[config.mk]
export PLATFORM = sky130hd
export DESIGN_NAME = weight_buffer_loader
export DESIGN_NICKNAME = d
export VERILOG_FILES = /design/src/rtl/weight_buffer_loader.sv
export SDC_FILE = /design/constraint.sdc
export NUM_CORES = 1
export LEC_CHECK = 0
export ABC_AREA = 0
export CAP_MARGIN = 30
export CORE_UTILIZATION = 53
export DETAILED_ROUTE_END_ITERATION = 10
export GPL_TIMING_DRIVEN = 0
export PLACE_DENSITY = 0.82
export SETUP_SLACK_MARGIN = 0.3
export SYNTH_ARGS = -nofsm -noshare
export SYNTH_HDL_FRONTEND = slang
export SYNTH_SLANG_ARGS = --single-unit
[constraint.sdc]
create_clock -name clk -period 2.4 [get_ports clk]
set_input_delay 0.48 -clock clk [delete_from_list [all_inputs] [get_ports clk]]
set_output_delay 0.48 -clock clk [all_outputs]
set_load 0.05 [all_outputs]
[src/rtl/weight_buffer_loader.sv]
// Run-time loadable weight/input vector buffer: streamed writes over valid/ready,
// then a registered, load_done-gated read port for the neuron.
module weight_buffer_loader #(
    parameter int DATA_SIZE = 32,
    parameter int DEPTH = 16,
    localparam int ADDR_W = $clog2(DEPTH)
) (
    input  logic                 clk,
    input  logic                 rst,
    input  logic                 load_start,
    input  logic [ADDR_W:0]      cfg_count,
    input  logic                 s_valid,
    input  logic [DATA_SIZE-1:0] s_data,
    input  logic                 s_last,
    output logic                 s_ready,
    output logic                 busy,
    output logic                 load_done,
    output logic                 err_cfg,
    output logic                 err_len,
    output logic [ADDR_W:0]      word_count,
    input  logic                 r_en,
    input  logic [ADDR_W-1:0]    r_addr,
    output logic [DATA_SIZE-1:0] weight_out
);

    typedef enum logic [1:0] {
        IDLE,
        LOAD,
        DONE
    } state_t;

    localparam logic [ADDR_W:0] DEPTH_CNT = (ADDR_W + 1)'(DEPTH);

    state_t                state;
    state_t                next_state;
    logic [ADDR_W-1:0]     ptr;
    logic [DATA_SIZE-1:0]  mem [DEPTH];

    logic cfg_valid;
    logic start_ok;
    logic start_bad;
    logic beat;
    logic final_beat;

    assign cfg_valid  = (cfg_count != '0) && (cfg_count <= DEPTH_CNT);
    assign start_ok   = load_start && (state != LOAD) && cfg_valid;
    assign start_bad  = load_start && (state != LOAD) && !cfg_valid;

    // s_ready depends only on state, so a beat never loops s_valid back into s_ready.
    assign beat       = (state == LOAD) && s_valid;
    assign final_beat = beat && ({1'b0, ptr} == (word_count - 1'b1));

    assign s_ready    = (state == LOAD);
    assign busy       = (state == LOAD);
    assign load_done  = (state == DONE);

    always_ff @(posedge clk or negedge rst) begin
        if (!rst) begin
            state <= IDLE;
        end else begin
            state <= next_state;
        end
    end

    always_comb begin
        next_state = state;
        case (state)
            IDLE, DONE: begin
                if (start_ok) begin
                    next_state = LOAD;
                end
            end
            LOAD: begin
                if (final_beat) begin
                    next_state = DONE;
                end else if (beat && s_last) begin
                    next_state = IDLE;
                end
            end
            default: next_state = IDLE;
        endcase
    end

    // A length error is any disagreement between s_last and the final-beat position.
    always_ff @(posedge clk or negedge rst) begin
        if (!rst) begin
            ptr        <= '0;
            word_count <= '0;
            err_cfg    <= 1'b0;
            err_len    <= 1'b0;
        end else begin
            err_cfg <= start_bad;
            if (start_ok) begin
                word_count <= cfg_count;
                ptr        <= '0;
                err_len    <= 1'b0;
            end else if (beat) begin
                if (!final_beat) begin
                    ptr <= ptr + 1'b1;
                end
                if (final_beat != s_last) begin
                    err_len <= 1'b1;
                end
            end
        end
    end

    always_ff @(posedge clk) begin
        if (beat) begin
            mem[ptr] <= s_data;
        end
    end

    // Addresses beyond the loaded length read as zero rather than stale contents.
    always_ff @(posedge clk or negedge rst) begin
        if (!rst) begin
            weight_out <= '0;
        end else if (r_en && load_done) begin
            if ({1'b0, r_addr} < word_count) begin
                weight_out <= mem[r_addr];
            end else begin
                weight_out <= '0;
            end
        end
    end

endmodule

Word-level counts from Yosys, hierarchy flattened:

Memories as Yosys holds them, arrays and structs flattened.
Index checks and enable logic that the tools add are counted.
Widths: inputs -> output; s select.

* memories: 1
* bits in writable memories: 512
* output and inout port bits: 42
* flip-flop bits (word level): 45

Memories
* mem: words 16, width 32, read ports 1, clocked after memory_dff 0, write ports 1, RTL line 37 `logic [DATA_SIZE-1:0] mem [DEPTH];`

* add/sub/neg operators: 2
* eq/ne operators: 8
* reductions and logical operators: 17
* $lt $le $gt $ge: 2
* mux-type cells: 13

Operator list (number)
* $mux 32: 1
* $mux 4: 3
* $logic_and 1x1->1: 8
* $mux 2: 3
* $reduce_and 2->1: 3
* $eq 4x5->1: 1
* $le 5x5->1 const B: 1
* $lt 4x5->1: 1
* $mux 1: 5
* $reduce_bool 5->1: 1
* $sub 5x1->5 const B: 1
* $add 4x1->4 const B: 1
* $ne 2x2->1 const B: 2
* $pmux 2 s2: 1
* $reduce_bool 2->1: 2
* $ne 3x1->1 const B: 1
* $eq 2x1->1 const B: 1
* $eq 2x2->1 const B: 1
* $logic_not 2->1: 1
* $ne 2x1->1 const B: 1
* $reduce_or 2->1: 1
* $logic_not 1->1: 1
* $ne 1x1->1: 1

Logic depth before layout (Yosys ltp):

Gate-level depths: netlist of the first run.

* depth in word-level cells: 7
* gate-level depth with buffers: 8

Worst setup path before layout of the first run:

No wires, ideal clock.

* path type: register to register
* start: reg state[1]
* end: mem mem[8][0] (enable)
* arrival time: 2.079 ns
* data required time: 2.008 ns
* clock period less this slack: 2.471 ns
* setup time: 0.392 ns
* stages on the path, launching flop included: 6
* setup slack: -0.071 ns
* path through: dfrtp_1 -> nand2b_1 -> inv_2 -> nand2_1 -> nor3b_1 -> and2_1

* cells in the longest elaborated chain, start to end: 4

RTL lines
* start: declaration: RTL line 34 `state_t state;`
* start signal: assignment: RTL line 61 `state <= next_state;`
* $eq 2x1->1
* named net busy: RTL line 16 `output logic busy,`
* $logic_and 1x1->1: RTL line 50 `assign beat = (state == LOAD) && s_valid;`
* $mux 1: RTL line 109 `if (beat) begin`
* $mux 1 (not written as such): RTL line 110 `mem[ptr] <= s_data;`
* end: declaration: RTL line 37

The timed path passes the listed nets, and every way through them passes these cells.

Final worst setup path of the first run:

* start: in r_addr[2]
* end: reg weight_out[23]

* cells in the longest elaborated chain, start to end: 2
* elaborated cells on any way between the ends: 3

RTL lines
* start: declaration: RTL line 22 `input logic [ADDR_W-1:0] r_addr,`
* $mem_v2 16x32 or $lt 4x5->1 (tied branches)
* $mux 32 *: RTL line 119 `if ({1'b0, r_addr} < word_count) begin`
* end signal: assignment: RTL line 120 `weight_out <= mem[r_addr];`
* end: declaration: RTL line 23 `output logic [DATA_SIZE-1:0] weight_out`

Mark *: on every way between the ends. The rest lies on a longest branch, timed or not.
A chain may end at the register's enable or synchronous reset.

==> impl_metrics.csv, run 1 <==
group,metric,value,unit
die,floorplan.die_area,40900,um2
die,die_height,202,um
detailed_routing,detailedRoute.firstPassIterationCount,5,
critical_path,startpoint,"r_addr[2]",
detailed_routing,vias_per_cell,6.56,
synthesis,seq_area_frac_synth,0.776,
synthesis,synthArstFlopShare,0.0808,
hold_path,hold_wc_path_type,"in -> async",
die,number_of_ports_placed_on_the_die_boundary,89,
timing,final.min_clock_period,2140,ps
global_route,antenna_found_initial,1,
timing,finalCritPeriodShare,0.891,
critical_path,critPathLaunchType,"input port",
synthesis,synth-compound-area-share,0.0434,
synthesis,combinational_family_with_the_most_area_after_synthesis,"multiplexers",
final_layout,n_antenna_cell,0,
global_route,grt_pass1_wl,72600,um
timing,rsz_0062_raised_after_global_routing,"true",
final_layout,layout-drive-gt1-share,0.285,
final_layout,post_synthesis_to_final_layout_area_growth,19.3,%
pwr,total_leakage_power,0.00861,uW
pwr,max-vdd-ir-drop,0.702,mV
synthesis,post_synth_fa_ha_maj_area_fraction,0.00471,
timing,worst_pin_slew,793,ps
placed_design,port-buffer-count,88,
clock_network,clock_tree_from_tritoncts,"done",
clock_network,num_cts_buffers,52,
timing,final-setup-viol-count,0,
synthesis,synth_xor_area_frac,0.00324,
die,core-area,39100,um2
critical_path,worst-setup-path-type,"in -> reg",
clock_network,clock_tree.root_cell,"clkbuf_16",
synthesis,netlist_area,21300,um2
detailed_routing,routed-via-count,11200,
final_layout,final_common_cell,"edfxtp_1",
synthesis,netlist-cell-type-count,42,
synthesis,post_synth_inst_count,957,
clock_network,cts-root-to-sink-buffers,3,
final_layout,layout_common_cells,"edfxtp_1, mux4_2, a22oi_1, clkbuf_16",
critical_path,worstPathArrival,2600,ps
synthesis,synth-main-ff-cell,"edfxtp_1",
flow_run,max_cap_violations,0,
placed_design,gp_congestion,0.738,
timing,final-hold-violation-count,0,
synthesis,mappedNetlistNets,1012,
critical_path,worst_r2r_startpoint,"state[1]",
timing,fin_worst_skew,23.7,ps
final_layout,nets,1206,
pwr,power_per_standard_cell_area,907,nW/um2
die,initial_core_util,0.544,
clock_network,clkLatencyLatePin,580,ps
final_layout,final_util,0.648,
status,outcome,"complete, no violations",
synthesis,number_of_synthesized_flops_with_an_enable_pin,512,
timing,report.final.slew_viol_count,0,
timing,final.setup.tns,0,ps
detailed_routing,drc,0,
timing,slew_margin_rel,0.471,
critical_path,timing.critical_path.to_type,"flip-flop",
critical_path,critical_path_required,2860,ps
global_route,maximum_number_of_pins_on_one_net_before_global_route_repair,33,
global_route,grt_pass1_vias,11400,
global_route,globalRouteTotalUtil,0.247,
timing,fin_worst_hold_slack,485,ps
detailed_routing,detail-route-antenna-nets,0,
die,die_w,202,um
detailed_routing,postRouteWirelength,53600,um
critical_path,worst-path-max-fanout,10,
detailed_routing,post_drt_wl_per_cell,31.3,um
synthesis,synthMuxAreaShare,0.139,
synthesis,yosysWarnings,0,
synthesis,synth.avg_cell_area,22.2,um2
pwr,totalPowerFinal,23000,uW
placed_design,hpwl,27200,um
clock_network,cts.clk_slew.worst_paths,60,ps
timing,maximum_achievable_frequency,467,MHz
die,core.rowCount,72,
global_route,globalRouteOverflowTotal,0,
final_layout,num-fill-cells,2415,
detailed_routing,drtIter0Drc,1458,
final_layout,combined_area_of_the_multi_input_logic_cells,4570,um2
clock_network,clock-sinks,557,
clock_network,cts_htree_levels,2,
synthesis,synthesized_flop_and_latch_total,557,
final_layout,sequential_cell_area,16500,um2
synthesis,post_synth_and_or_nand_nor_area_fraction,0.0173,
-- worst paths after layout --
check | end | cells after the start | slack [ps]
worst max-delay path | weight_out[23] | 7 | 260
worst min-delay path | ptr[2] | 2 | 480
worst max register to register | mem[12][16] | 6 | 320
worst min register to register | state[0] | 1 | 490
max in group asynchronous | weight_out[16] | 3 | 1340
min in group clk | state[0] | 1 | 490
-- report_power, final --
| part | total [uW] | switching, uW | internal, uW |
|---|---|---|---|
| clock | 8190 | 3520 | 4670 |
| combinational | 3420 | 2220 | 1200 |
| sequential | 11400 | 282 | 11100 |
| total | 23000 | 6020 | 17000 |
-- critical path, stage by stage --
cell and delay (ps):
clkdlybuf4s50_1 590, clkbuf_2 290, nor2_1 150, clkbuf_2 370
a22oi_1 340, nand2_1 150, a22o_1 220
-- per-layer routing --
layer  global-route usage  vias up  part of all wire
met5                    0        -           0.00021
met4                0.114        2             0.045
met2                0.421      860              0.51
li1                     -     4421                 -
met1                0.312     5791              0.34
met3               0.0440      158              0.10
-- cell usage after synthesis (3+ instances only) --
master | n | area [um2]
a21o_1 | 3 | 22.5
a22o_1 | 33 | 289
a22oi_1 | 62 | 465
and2_1 | 17 | 106
buf_2 | 10 | 50.1
buf_4 | 7 | 52.6
buf_6 | 10 | 113
clkbuf_1 | 24 | 90.1
dfrtp_1 | 45 | 1130
edfxtp_1 | 512 | 15400
ha_1 | 8 | 100
inv_1 | 8 | 30.0
mux2_2 | 5 | 56.3
mux4_2 | 128 | 2880
nand2_1 | 37 | 139
nor2_1 | 3 | 11.3
nor2b_1 | 4 | 25.0
o211ai_1 | 3 | 22.5
o21ai_1 | 3 | 15.0
o31ai_1 | 3 | 22.5
xnor2_1 | 6 | 52.6
-- registers in the layout (all words and copies together) (netlist names) --
signal,cells
ptr,4
mem,512
weight_out,32
err_cfg,1
state,2
err_len,1
word_count,5
-- stage by stage --
step	setup slack, ps	area [um2]	instances
finish	261	25300	1713
global route	258	25300	1713
CTS	56.7	24900	1681
detailed placement	-802	23000	1573
global placement	-935	22800	1563
floorplan	329	21300	957
-- cells by family (layout without fill, tap and decap cells) --
| family | count (synthesis) | in the layout |
|---|---|---|
| simple gates | 75 | 84 |
| fa+ha+maj | 8 | 8 |
| compound gates | 115 | 115 |
| buf+inv | 61 | 290 |
| flops | 557 | 557 |
| xor+xnor | 7 | 7 |
| mux | 134 | 134 |
-- timing repair --
item / CTS / global route
hold endpoints to repair: 23 / 0
pin swaps: 5 / 7
hold buffers: 1 / 0
buffers inserted: 5 / 27
setup endpoints to repair: 450 / 374
cloned: 4 / 5
gates resized for setup: 100 / 29
-- final cells by class --
type                    instances  share of cell area
clock buffers                  83              0.0600
multi-input cells             348               0.180
flip-flops and latches        557               0.651
repair buffers                131              0.0599
inverters                       9             0.00133
plain buffers                  52              0.0152
well taps                     518              0.0256
clock inverters                15             0.00652
Power figures use the tool's default switching activity.
==> run 2, diff against run 1 <==
--- a/config.mk
+++ b/config.mk
@@ -8,10 +8,12 @@
 export ABC_AREA = 0
 export CAP_MARGIN = 30
 export CORE_UTILIZATION = 53
+export CTS_CLUSTER_SIZE = 10
 export DETAILED_ROUTE_END_ITERATION = 10
 export GPL_TIMING_DRIVEN = 0
 export PLACE_DENSITY = 0.82
 export SETUP_SLACK_MARGIN = 0.3
+export SKIP_LAST_GASP = 1
 export SYNTH_ARGS = -nofsm -noshare
 export SYNTH_HDL_FRONTEND = slang
 export SYNTH_SLANG_ARGS = --single-unit
==> impl_metrics.csv, run 2 (synthesis gave the netlist of run 1 again) <==
group,metric,value,unit
placed_design,place_worst_setup_slack,-802,ps
pwr,totalPowerFinal,23300,uW
detailed_routing,postRouteWirelength,54800,um
status,outcome,"complete, no violations",
timing,final-hold-violation-count,0,
final_layout,top_register,"mem",
timing,slew_margin_rel,0.465,
clock_network,num_cts_buffers,61,
placed_design,hpwl,27200,um
critical_path,timing.critical_path.slowest_stage_cell,"dfrtp_1",
final_layout,post_synthesis_to_final_layout_area_growth,19.2,%
clock_network,clock-sinks,557,
global_route,globalRouteOverflowTotal,0,
timing,final.setup.tns,0,ps
global_route,grt_pass1_vias,11500,
placed_design,port-buffer-count,88,
timing,final.min_clock_period,2120,ps
die,core.rowCount,72,
final_layout,reg_top3,"mem: 512 flops, weight_out: 32 flops, word_count: 5 flops",
hold_path,hold_wc_path_type,"in -> async",
critical_path,cp_top_family,"simple AND/OR/NAND/NOR gates",
timing,fin_worst_skew,24.4,ps
final_layout,n_antenna_cell,0,
die,die_w,202,um
placed_design,gp_congestion,0.738,
die,core-area,39100,um2
clock_network,clock_tree.root_cell,"clkbuf_16",
critical_path,worst-path-max-fanout,22,
detailed_routing,routed-via-count,11300,
timing,worst_pin_slew,802,ps
final_layout,final_common_cell,"edfxtp_1",
pwr,total_leakage_power,0.00857,uW
timing,report.final.slew_viol_count,0,
clock_network,cts-root-to-sink-buffers,3,
clock_network,cts_htree_levels,2,
flow_run,max_cap_violations,0,
die,initial_core_util,0.544,
detailed_routing,drc,0,
critical_path,critical_path.max_stage_delay,390,ps
critical_path,worst-setup-path-type,"reg -> reg",
final_layout,layout-drive-gt1-share,0.267,
final_layout,nets,1205,
critical_path,critical_path_required,2670,ps
critical_path,setup.reg_to_reg.worst_slack,280,ps
timing,final-setup-viol-count,0,
global_route,globalRouteTotalUtil,0.249,
die,number_of_ports_placed_on_the_die_boundary,89,
final_layout,layout_common_cells,"edfxtp_1, mux4_2, a22oi_1, clkbuf_16, clkbuf_1",
critical_path,critical_path.cell_chain,"nand2b_1 -> inv_2 -> and2_2 -> and3_1 -> and2_4 -> buf_12",
die,floorplan.die_area,40900,um2
detailed_routing,drtIter0Drc,1382,
timing,rsz_0062_raised_after_global_routing,"false",
detailed_routing,post_drt_wl_per_cell,31.9,um
critical_path,cp.buffers_inverters,2,
timing,maximum_achievable_frequency,472,MHz
pwr,max-vdd-ir-drop,0.578,mV
clock_network,clkLatencyLatePin,590,ps
global_route,maximum_number_of_pins_on_one_net_before_global_route_repair,33,
critical_path,worstPathArrival,2390,ps
clock_network,cts.clk_slew.worst_paths,60,ps
die,die_height,202,um
global_route,antenna_found_initial,1,
pwr,power_per_standard_cell_area,921,nW/um2
final_layout,largest_reg_flops,512,
final_layout,final_util,0.648,
detailed_routing,detail-route-antenna-nets,0,
global_route,grt_pass1_wl,73400,um
timing,finalCritPeriodShare,0.883,
clock_network,clock_tree_from_tritoncts,"done",
timing,timing.final.ws_setup,281,ps
detailed_routing,detailedRoute.firstPassIterationCount,6,
critical_path,timing.critical_path.to_type,"flip-flop",
detailed_routing,vias_per_cell,6.60,
critical_path,critPathLaunchType,"flip-flop",
==> run 2: area by class of cell <==
type,instances,area (um2)
sequential,557,16500
fill,2420,13800
multi-input combinational,348,4580
clock buffer,113,1740
timing repair buffer,121,1410
tap,518,648
buffer,52,380
inverter,9,33.8
clock inverter,2,20.0
==> run 2: timing repair <==
item,4_1_cts,5_1_grt
gates cloned,4,5
resized for setup,99,29
endpoints found under the setup margin,477,335
buffers inserted,2,20
pin swaps,5,7
endpoints found under the hold margin,23,0
hold buffers,1,0
==> run 2: worst register-to-register path: cells and delay by family (launching register included) <==
family        cells  cell delay [ps]
flops             1              390
simple gates      4             1050
buf+inv           2              380
==> run 2: worst paths after layout <==
kind | start | endpoint | cells past startpoint
setup / recovery | state[1] | mem[13][1] | 6
hold / removal | rst | weight_out[22] | 2
setup reg to reg | state[1] | mem[13][1] | 6
hold reg to reg | weight_out[12] | weight_out[12] | 1
max in group asynchronous | rst | word_count[1] | 3
min in group clk | load_start | err_cfg | 3
==> run 2: where the power goes <==
| part | leakage (uW) | switching [uW] | internal [uW] |
|---|---|---|---|
| clock network | 0.000833 | 3600 | 4830 |
| logic | 0.00252 | 2260 | 1220 |
| registers | 0.00521 | 290 | 11100 |
==> run 2: stage by stage <==
step / hold WS, ps / cells / cell area [um2]
2_1_floorplan: 184 / 957 / 21300
3_3_place_gp: 467 / 1563 / 22800
3_5_place_dp: 482 / 1573 / 23000
4_1_cts: 462 / 1695 / 24900
5_1_grt: 486 / 1720 / 25300
6_report: 477 / 1720 / 25300
==> run 2: per-layer routing <==
layer	up-vias	GRT usage	part of all wire	wire, um
met2	862	0.430	0.52	28400
met5	-	0	0.00022	12
li1	4427	-	-	-
met1	5899	0.310	0.34	18700
met3	158	0.0443	0.096	5290
met4	2	0.111	0.045	2460
